**src/rtl/vga_pkg.sv**
```systemverilog
// vga_pkg: shared FSM encoding and widths for the VGA colour scheduler and its frame-synchronous helpers
package vga_pkg;
  localparam int COLOR_W = 3;
  localparam int FRAME_CNT_W = 10;
  typedef enum logic [1:0] {IDLE = 2'd0, PEND = 2'd1, COMMIT = 2'd2} state_t;
  typedef logic [COLOR_W-1:0] color_t;
  typedef logic [FRAME_CNT_W-1:0] fcnt_t;
endpackage

```
**src/rtl/vga_color_sched_if.sv**
```systemverilog
// vga_color_sched_if: scheduler bus; in: vsync, disp_on, man_req, man_color, auto_en; out: color, commit, pending, frame_cnt
interface vga_color_sched_if;
  import vga_pkg::*;
  logic   vsync;
  logic   disp_on;
  logic   man_req;
  color_t man_color;
  logic   auto_en;
  color_t color;
  logic   commit;
  logic   pending;
  fcnt_t  frame_cnt;
  modport master (
    output vsync, disp_on, man_req, man_color, auto_en,
    input  color, commit, pending, frame_cnt
  );
  modport slave (
    input  vsync, disp_on, man_req, man_color, auto_en,
    output color, commit, pending, frame_cnt
  );
endinterface

```
**src/rtl/vga_frame_edge.sv**
```systemverilog
// vga_frame_edge: one-cycle frame-boundary pulse fb on vsync falling edge; in: sysclk, reset (async, active-low), vsync; out: fb
module vga_frame_edge (
  input  logic sysclk,
  input  logic reset,
  input  logic vsync,
  output logic fb
);
  logic vs_q;
  always_ff @(posedge sysclk or negedge reset)
    if (!reset) vs_q <= 1'b1;
    else vs_q <= vsync;
  assign fb = vs_q & ~vsync;
endmodule

```
**src/rtl/vga_color_sched.sv**
```systemverilog
// vga_color_sched: commits manual/auto colour changes on frame boundaries; in: sysclk, reset (async, active-low), bus.slave
module vga_color_sched
  import vga_pkg::*;
#(
  parameter int     AUTO_FRAMES = 60,
  parameter int     HOLD_FRAMES = 180,
  parameter color_t INIT_COLOR  = 3'b111
) (
  input logic              sysclk,
  input logic              reset,
  vga_color_sched_if.slave bus
);
  localparam fcnt_t AUTO_LAST = fcnt_t'(AUTO_FRAMES - 1);
  localparam fcnt_t HOLD_INIT = fcnt_t'(HOLD_FRAMES);
  state_t state, state_n;
  color_t cur_color, pend_color, color_q;
  fcnt_t  frame_cnt, hold_cnt;
  logic   fb, auto_due, tick, man_src, wait_q;
  vga_frame_edge u_edge (
    .sysclk (sysclk),
    .reset  (reset),
    .vsync  (bus.vsync),
    .fb     (fb)
  );
  assign auto_due = bus.auto_en && hold_cnt == '0 && frame_cnt >= AUTO_LAST;
  // man_req is always captured into pend_color; state decides when it is committed
  always_comb begin
    state_n = state;
    tick = 1'b0;
    case (state)
      IDLE: begin
        tick = fb & ~auto_due;
        state_n = (fb & auto_due) ? COMMIT : bus.man_req ? PEND : IDLE;
      end
      PEND: state_n = fb ? COMMIT : PEND;
      COMMIT: state_n = (wait_q | bus.man_req) ? PEND : IDLE;
      default: state_n = IDLE;
    endcase
  end
  always_ff @(posedge sysclk or negedge reset)
    if (!reset) state <= IDLE;
    else state <= state_n;
  // wait_q remembers a request that arrived alongside an auto step, so it is served after the commit
  always_ff @(posedge sysclk or negedge reset)
    if (!reset) begin
      cur_color  <= INIT_COLOR;
      pend_color <= '0;
      color_q    <= '0;
      frame_cnt  <= '0;
      hold_cnt   <= '0;
      man_src    <= 1'b0;
      wait_q     <= 1'b0;
    end else begin
      color_q <= bus.disp_on ? cur_color : '0;
      if (bus.man_req) pend_color <= bus.man_color;
      if (state != COMMIT && state_n == COMMIT) begin
        man_src <= state == PEND;
        wait_q  <= state == IDLE && bus.man_req;
      end
      if (state == COMMIT) begin
        cur_color <= man_src ? pend_color : cur_color + 1'b1;
        frame_cnt <= '0;
        if (man_src) hold_cnt <= HOLD_INIT;
      end else if (tick) begin
        frame_cnt <= (&frame_cnt) ? frame_cnt : frame_cnt + 1'b1;
        hold_cnt  <= (hold_cnt != '0) ? hold_cnt - 1'b1 : hold_cnt;
      end
    end
  assign bus.color     = color_q;
  assign bus.commit    = state == COMMIT;
  assign bus.pending   = state == PEND;
  assign bus.frame_cnt = frame_cnt;
endmodule

```
**src/flat_wrapper.sv**
```systemverilog
// flat-port wrapper written by rule: the top's interface ports become plain ports
module vga_color_sched_flat import vga_pkg::*;
#(
  parameter int     AUTO_FRAMES = 60,
  parameter int     HOLD_FRAMES = 180,
  parameter color_t INIT_COLOR  = 3'b111
)
  (sysclk, reset, bus_vsync, bus_disp_on, bus_man_req, bus_man_color, bus_auto_en, bus_color, bus_commit, bus_pending, bus_frame_cnt);
  vga_color_sched_if bus_i ();
  input logic sysclk;
  input logic reset;
  input wire logic [$bits(bus_i.vsync)-1:0] bus_vsync;
  input wire logic [$bits(bus_i.disp_on)-1:0] bus_disp_on;
  input wire logic [$bits(bus_i.man_req)-1:0] bus_man_req;
  input wire logic [$bits(bus_i.man_color)-1:0] bus_man_color;
  input wire logic [$bits(bus_i.auto_en)-1:0] bus_auto_en;
  output wire logic [$bits(bus_i.color)-1:0] bus_color;
  output wire logic [$bits(bus_i.commit)-1:0] bus_commit;
  output wire logic [$bits(bus_i.pending)-1:0] bus_pending;
  output wire logic [$bits(bus_i.frame_cnt)-1:0] bus_frame_cnt;
  assign bus_i.vsync = bus_vsync;
  assign bus_i.disp_on = bus_disp_on;
  assign bus_i.man_req = bus_man_req;
  assign bus_i.man_color = bus_man_color;
  assign bus_i.auto_en = bus_auto_en;
  assign bus_color = bus_i.color;
  assign bus_commit = bus_i.commit;
  assign bus_pending = bus_i.pending;
  assign bus_frame_cnt = bus_i.frame_cnt;
  vga_color_sched #(.AUTO_FRAMES(AUTO_FRAMES), .HOLD_FRAMES(HOLD_FRAMES), .INIT_COLOR(INIT_COLOR)) u_core (.sysclk(sysclk), .reset(reset), .bus(bus_i));
endmodule
```
**config.mk**
```make
export PLATFORM = sky130hd
export DESIGN_NAME = vga_color_sched_flat
export DESIGN_NICKNAME = d
export VERILOG_FILES = /design/src/rtl/vga_pkg.sv /design/src/rtl/vga_color_sched_if.sv /design/src/rtl/vga_frame_edge.sv /design/src/rtl/vga_color_sched.sv /design/src/flat_wrapper.sv
export SDC_FILE = /design/constraint.sdc
export NUM_CORES = 1
export LEC_CHECK = 0
export BUFFER_PORTS_ARGS = -buffer_cell sky130_fd_sc_hd__buf_4
export CORE_UTILIZATION = 51
export DETAILED_ROUTE_END_ITERATION = 12
export HOLD_SLACK_MARGIN = 0.05
export PLACE_DENSITY_LB_ADDON = 0.25
export SETUP_SLACK_MARGIN = 0.4
export SLEW_MARGIN = 20
export SYNTH_ARGS = -nofsm -noshare
export SYNTH_HDL_FRONTEND = slang
export SYNTH_SLANG_ARGS = --single-unit
```
**constraint.sdc**
```tcl
create_clock -name sysclk -period 2 [get_ports sysclk]
set_input_delay 0.2 -clock sysclk [delete_from_list [all_inputs] [get_ports sysclk]]
set_output_delay 0.2 -clock sysclk [all_outputs]
set_load 0.02 [all_outputs]
```
==> impl_metrics.yaml, run 1 <==
power:
  power.density_nw_per_um2: 967
  power_frac_seq: 0.438
  p_switching_w: 0.000934
  irDropWorstVdd_uv: 817
  pwr-share-comb: 0.404
  power_leakage_nw: 1.10
  clkPwrFrac: 0.158
  swShare: 0.373
  intPower_w: 0.00157
critical_path:
  setup.worst_path.class: "reg -> reg"
  crit_family: "simple AND/OR/NAND/NOR gates"
  end_kind: "flip-flop"
  worst_path_max_delay_cell: "or4_4"
  cp.buffers_inverters: 2
  crit_chain: "inv_2, ha_4, or4b_4, nor3_4, buf_6, a21o_4, or4_4, a21oi_2"
  cpPeakStageDelay_ns: 0.49
  worstPathArrival_ns: 2.26
  cp_max_fo: 6
  critPathLaunchType: "flip-flop"
  cp.required_ns: 2.27
timing:
  slew_headroom: 0.704
  rsz0062_at_grt: "yes"
  fin_crit_ns: 1.99
  worst_pin_slew_ns: 0.444
  skew_ns: 0.0128
  timing.final.hold_violations: 0
  period_share: 0.993
  fmax_ghz: 0.504
  finalMaxSlewViolations: 0
  setup_violations: 0
logic_synthesis:
  ys_warn_count: 0
  ys_ff_latch: 34
  synthTopCellsByArea: "dfrtp_1 42%, dfstp_2 5.9%, xnor2_1 4.4%, a21oi_1 3.6%, nand2_1 3.6%"
  synthArstFlopShare: 1.00
  synthesis.nets: 184
  yosys.area.top_type: "dfrtp_1"
  avgSynthCellArea_um2: 10.4
  yosysSeqAreaShare: 0.480
  synthFlopType: "dfrtp_1"
  synth_top_area_frac: 0.421
  syn_inst: 171
  syn_area_um2: 1780
  yosysUniqueCellTypes: 44
  synth_edf_count: 0
floorplanning:
  die_h_um: 61.1
  core.rowCount: 21
  core-area_um2: 3340
  start_util: 0.535
  io_pins: 24
  die_area_um2: 3740
  die_x_um: 61.1
detailed_routing:
  drt_iter0_markers: 126
  routedWlPerCell_um: 16.6
  first_pass_iters: 4
  ant_nets: 0
  viasPerCell: 5.84
  routed_wl_um: 4580
  vias: 1612
  route.detailed.drc: 0
clocking:
  clkTransAtPathRegs_ns: 0.10
  htree_levels: 2
  cts_tree: "built"
  clk_path_buf_depth: 2
  clock-sinks: 34
  clk_latency_ns: 0.34
  cts_root_buf: "clkbuf_4"
  numCtsBuffers: 5
finish:
  fin_nets: 243
  final_cell_mix: "47 x buf_4, 25 x dfrtp_1, 16 x nand2_1"
  drive_gt1_frac: 0.504
  area_growth_pct: 45.0
  finalInstanceArea_um2: 2590
  post-route-util: 0.775
  diodes: 0
  final_common_cell: "buf_4"
global_routing:
  grt_max_degree: 35
  antenna_found_initial: 0
  grt.overflow.total: 0
  grt.total_usage: 0.252
  grt_pass1_wl_um: 6720
  grt_pass1_vias: 1495
placed_design:
  postPlaceCellArea_um2: 2130
  port_buffers: 23
  place_congestion: 0.842
  place_hpwl_um: 2800
hold_path:
  hold_class: "in -> reg"
status:
  outcome: "finished clean"
run:
  maxCapViolCount: 0
[through the flow]
step	TNS [ns]	setup slack (ns)	std cells	hold WS, ns	power (W)
6_report	0	0.0150	276	0.0834	0.00250
5_1_grt	-0.192	-0.0513	276	0.0729	0.00266
4_1_cts	0	0.0473	269	0.0771	0.00238
3_5_place_dp	-0.238	-0.0583	247	0.176	0.00185
3_3_place_gp	0	0.0106	247	0.167	0.00179
2_1_floorplan	0	0.123	171	-0.0956	0.00153
[worst reg2reg max path, stage by stage, from the launching register on]
cell,delay [ns]
dfrtp_1,0.38
inv_2,0.06
ha_4,0.14
or4b_4,0.24
nor3_4,0.05
buf_6,0.15
a21o_4,0.25
or4_4,0.49
a21oi_2,0.14
[cell usage after synthesis, types with 2 or more instances]
cell type,instances
dfrtp_1,30
nand2_1,17
a21oi_1,13
o21ai_0,9
xnor2_1,9
nand3_1,8
nor2_1,8
inv_1,6
and2_1,4
clkbuf_1,4
dfstp_2,4
ha_1,4
nand2b_1,4
or4_1,4
a211oi_1,3
and4_1,3
mux2_2,3
mux2i_1,3
o31ai_1,3
and3_1,2
nor2b_1,2
nor4_1,2
o22ai_1,2
o41ai_1,2
or3_1,2
or4b_1,2
[path summary, 6_finish.rpt]
kind	startpoint	to	slack [ns]	depth (start not counted)
max reg2reg	u_core.hold_cnt[1]	u_core.bus.frame_cnt[5]	0.01	8
max	u_core.hold_cnt[1]	u_core.bus.frame_cnt[5]	0.01	8
min	bus_disp_on	u_core.bus.color[0]	0.08	2
min reg2reg	u_core.cur_color[1]	u_core.cur_color[1]	0.50	2
max in group asynchronous	reset	u_core.cur_color[0]	1.31	2
min in group asynchronous	reset	u_core.bus.frame_cnt[6]	0.33	2
[registers in the layout (all words and copies together), names as in the netlist]
signal and flops:
u_core.bus.frame_cnt 10, u_core.hold_cnt 10, u_core.bus.color 3, u_core.cur_color 3, u_core.pend_color 3, u_core.state 2
u_core.man_src 1, u_core.u_edge.vs_q 1, u_core.wait_q 1
[logic make-up after synthesis]
kind of cell,share of synthesized area
and+or+nand+nor,0.213
AOI/OAI and AO/OA,0.172
DFF,0.480
buffers and inverters,0.0273
xor gates and xnor gates,0.0442
muxes,0.0358
adders and majority gates,0.0281
[routing by layer]
metal / up-vias / wire length (µm) / GRT usage
li1: 747 / - / -
met1: 807 / 1860 / 0.296
met2: 44 / 2410 / 0.438
met3: 14 / 177 / 0.0525
met4: 0 / 129 / 0.120
met5: - / 0 / 0
[power groups by stage]
| stage | clock network [W] | logic, W | registers [W] |
|---|---|---|---|
| detailed placement | 0 | 0.000736 | 0.00111 |
| finish | 0.000395 | 0.00101 | 0.00110 |
| global placement | 0 | 0.000698 | 0.00110 |
| CTS | 0.000399 | 0.000906 | 0.00108 |
| floorplan | 0 | 0.000386 | 0.00115 |
| global route | 0.000437 | 0.00111 | 0.00112 |
[area by class of cell]
| cell class | instances | area, µm² |
|---|---|---|
| Inverter | 6 | 22.5 |
| Multi-Input combinational cell | 127 | 1140 |
| Sequential cell | 34 | 862 |
| Tap cell | 46 | 57.6 |
| Clock buffer | 7 | 55.1 |
| Fill cell | 217 | 751 |
| Timing Repair Buffer | 56 | 452 |
[what timing repair did]
action                                  CTS  global route
gates resized for setup                  19            31
pin swaps                                14            23
buffers inserted                         13             6
hold endpoints to repair                 31             0
endpoints found under the setup margin   25            25
hold buffers                              2             0
cloned                                    0             1
(Power assumes the default switching activity.)
==> run 2, diff against run 1 <==
- ABC_AREA: unset -> 1
- ABC_CLOCK_PERIOD_IN_PS: unset -> 2000
- CORE_UTILIZATION: 51 -> 52
- GPL_TIMING_DRIVEN: unset -> 0
==> run 2 against run 1 <==
Compared with the run above: clock-buffer cell count is the same; area after synthesis grew 12%; highest routed layer unchanged; combinational power grew 39%; worst hold slack gained 0.032 ns; fmax grew 28%; clock skew shrank 0.0076 ns; die area grew 9.9%.
==> impl_metrics.yaml, run 2 <==
clocking:
  cts_tree: "built"
  cts_root_buf: "clkbuf_8"
  clock-sinks: 34
  clk_latency_ns: 0.29
  clk_path_buf_depth: 2
  numCtsBuffers: 5
  clkTransAtPathRegs_ns: 0.07
  htree_levels: 2
status:
  outcome: "finished clean"
logic_synthesis:
  synth_edf_count: 0
  syn_inst: 251
  ys_ff_latch: 34
  syn_area_um2: 2010
  yosys.area.top_type: "dfrtp_1"
  synthTopCellsByArea: "dfrtp_1 37%, nand2_1 11%, nand3_1 9.0%, nor2_1 5.8%, dfstp_2 5.2%"
  avgSynthCellArea_um2: 7.99
  yosysSeqAreaShare: 0.427
  yosysMostFrequentCell: "nand2_1"
  synthesis.nets: 264
  synthFlopType: "dfrtp_1"
  yosysUniqueCellTypes: 31
  synthArstFlopShare: 1.00
  synthTopCellsByCount: "57 x nand2_1, 36 x nand3_1, 31 x nor2_1"
  synth_top_area_frac: 0.374
  ys_warn_count: 0
floorplanning:
  core-area_um2: 3690
  die_area_um2: 4110
  die_x_um: 64.1
  die_h_um: 64.1
  io_pins: 24
  start_util: 0.544
  core.rowCount: 22
placed_design:
  port_buffers: 23
  postPlaceCellArea_um2: 2240
  place_hpwl_um: 2760
  place_congestion: 0.872
  pre_cts_ws_ns: 0.309
critical_path:
  critPathLaunchType: "flip-flop"
  cp.required_ns: 1.80
  cp_max_fo: 10
  setup.worst_path.class: "reg -> out"
  r2r_slack_ns: 0.45
  worstPathArrival_ns: 1.35
  end_kind: "output port"
timing:
  finalSetupTns_ns: 0
  worst_slack_ns: 0.449
  setup_violations: 0
  timing.final.hold_violations: 0
  finalMaxSlewViolations: 0
  slew_headroom: 0.691
  skew_ns: 0.00523
  fmax_ghz: 0.645
  period_share: 0.775
  fin_crit_ns: 1.55
  rsz0062_at_grt: "yes"
  worst_pin_slew_ns: 0.464
power:
  power.density_nw_per_um2: 1140
  irDropWorstVdd_uv: 784
  power_leakage_nw: 1.32
detailed_routing:
  first_pass_iters: 4
  routed_wl_um: 4780
  route.detailed.drc: 0
  ant_nets: 0
  routedWlPerCell_um: 13.7
  drt_iter0_markers: 161
  viasPerCell: 5.40
  vias: 1891
finish:
  final_cell_mix: "57 x nand2_1, 37 x buf_4, 31 x nand3_1"
  finalInstanceArea_um2: 2670
  reg_top3: "u_core.bus.frame_cnt: 10 flops, u_core.hold_cnt: 10 flops"
  area_growth_pct: 32.9
  final_common_cell: "nand2_1"
  drive_gt1_frac: 0.371
  fillers: 292
  diodes: 0
  fin_nets: 314
global_routing:
  grt_max_degree: 35
  grt.overflow.total: 0
  grt.total_usage: 0.232
  antenna_found_initial: 0
  grt_pass1_vias: 1599
  grt_pass1_wl_um: 7180
hold_path:
  hold_class: "in -> reg"
run:
  maxCapViolCount: 0
run 2: changes by cell type in the layout (fill, tap and decap cells not counted), sizes merged, moves of 9 or more:
| cell | before | now |
|---|---|---|
| nand2 | 17 | 63 |
| nand3 | 8 | 37 |
| nor2 | 8 | 36 |
| inv | 6 | 31 |
| a21oi | 14 | 1 |
| buf | 54 | 42 |
| xor2 | 0 | 9 |
run 2: cell type report:
class                      instances  area (µm²)  area share
multi-input combinational        183        1140       0.429
sequential                        34         867       0.325
timing repair buffer              41         334       0.125
inverter                          31         116      0.0437
clock buffer                       7        86.3      0.0324
tap                               48        60.1      0.0225
buffer                             5        52.6      0.0197
clock inverter                     1        5.00     0.00188
run 2: where the power goes:
group / leakage [nW] / switching [W] / internal (W) / total (W)
Combinational: 0.853 / 0.000810 / 0.000594 / 0.00140
Clock: 0.0482 / 0.000250 / 0.000278 / 0.000528
Sequential: 0.417 / 0.000192 / 0.000910 / 0.00110
run 2: layer usage:
metal,up-vias,part of all wire,track usage
met5,-,0,0
met1,890,0.43,0.299
met4,0,0.021,0.119
li1,920,-,-
met3,12,0.065,0.0375
met2,69,0.49,0.375
run 2: cells by family after synthesis:
kind of cell               share of synthesized area
AOI/OAI and AO/OA                             0.0605
xor gates and xnor gates                      0.0524
adders and majority gates                     0.0250
buffers and inverters                         0.0774
DFF                                            0.427
muxes                                         0.0168
and+or+nand+nor                                0.341
run 2: critical path, cell delays in order (launching register included):
cell	delay, ns
dfrtp_1	0.40
nor2_2	0.18
buf_6	0.17
buf_6	0.16
buf_4	0.15
run 2: repair_timing:
item | 4_1_cts | 5_1_grt
pin swaps | 0 | 7
hold buffers | 2 | 0
gates cloned | 0 | 4
buffers inserted | 1 | 13
endpoints found under the hold margin | 31 | 0
setup endpoints to repair | 12 | 16
resized for setup | 7 | 33
run 2: path summary, 6_finish.rpt:
check,from,endpoint,cells after the start
max,u_core.state[0],bus_commit,4
min,bus_disp_on,u_core.bus.color[2],3
max reg2reg,u_core.bus.frame_cnt[0],u_core.bus.frame_cnt[5],8
min reg2reg,u_core.wait_q,u_core.wait_q,2
max in group asynchronous,reset,u_core.u_edge.vs_q,2
min in group asynchronous,reset,u_core.bus.frame_cnt[5],2
run 2: through the flow:
stage	hold slack [ns]	total power [W]	util	instances
finish	0.116	0.00303	0.723	350
detailed placement	0.173	0.00222	0.608	322
global route	0.120	0.00325	0.723	350
CTS	0.103	0.00281	0.649	333
floorplan	-0.0956	0.00193	-	251
global placement	0.173	0.00219	0.608	322
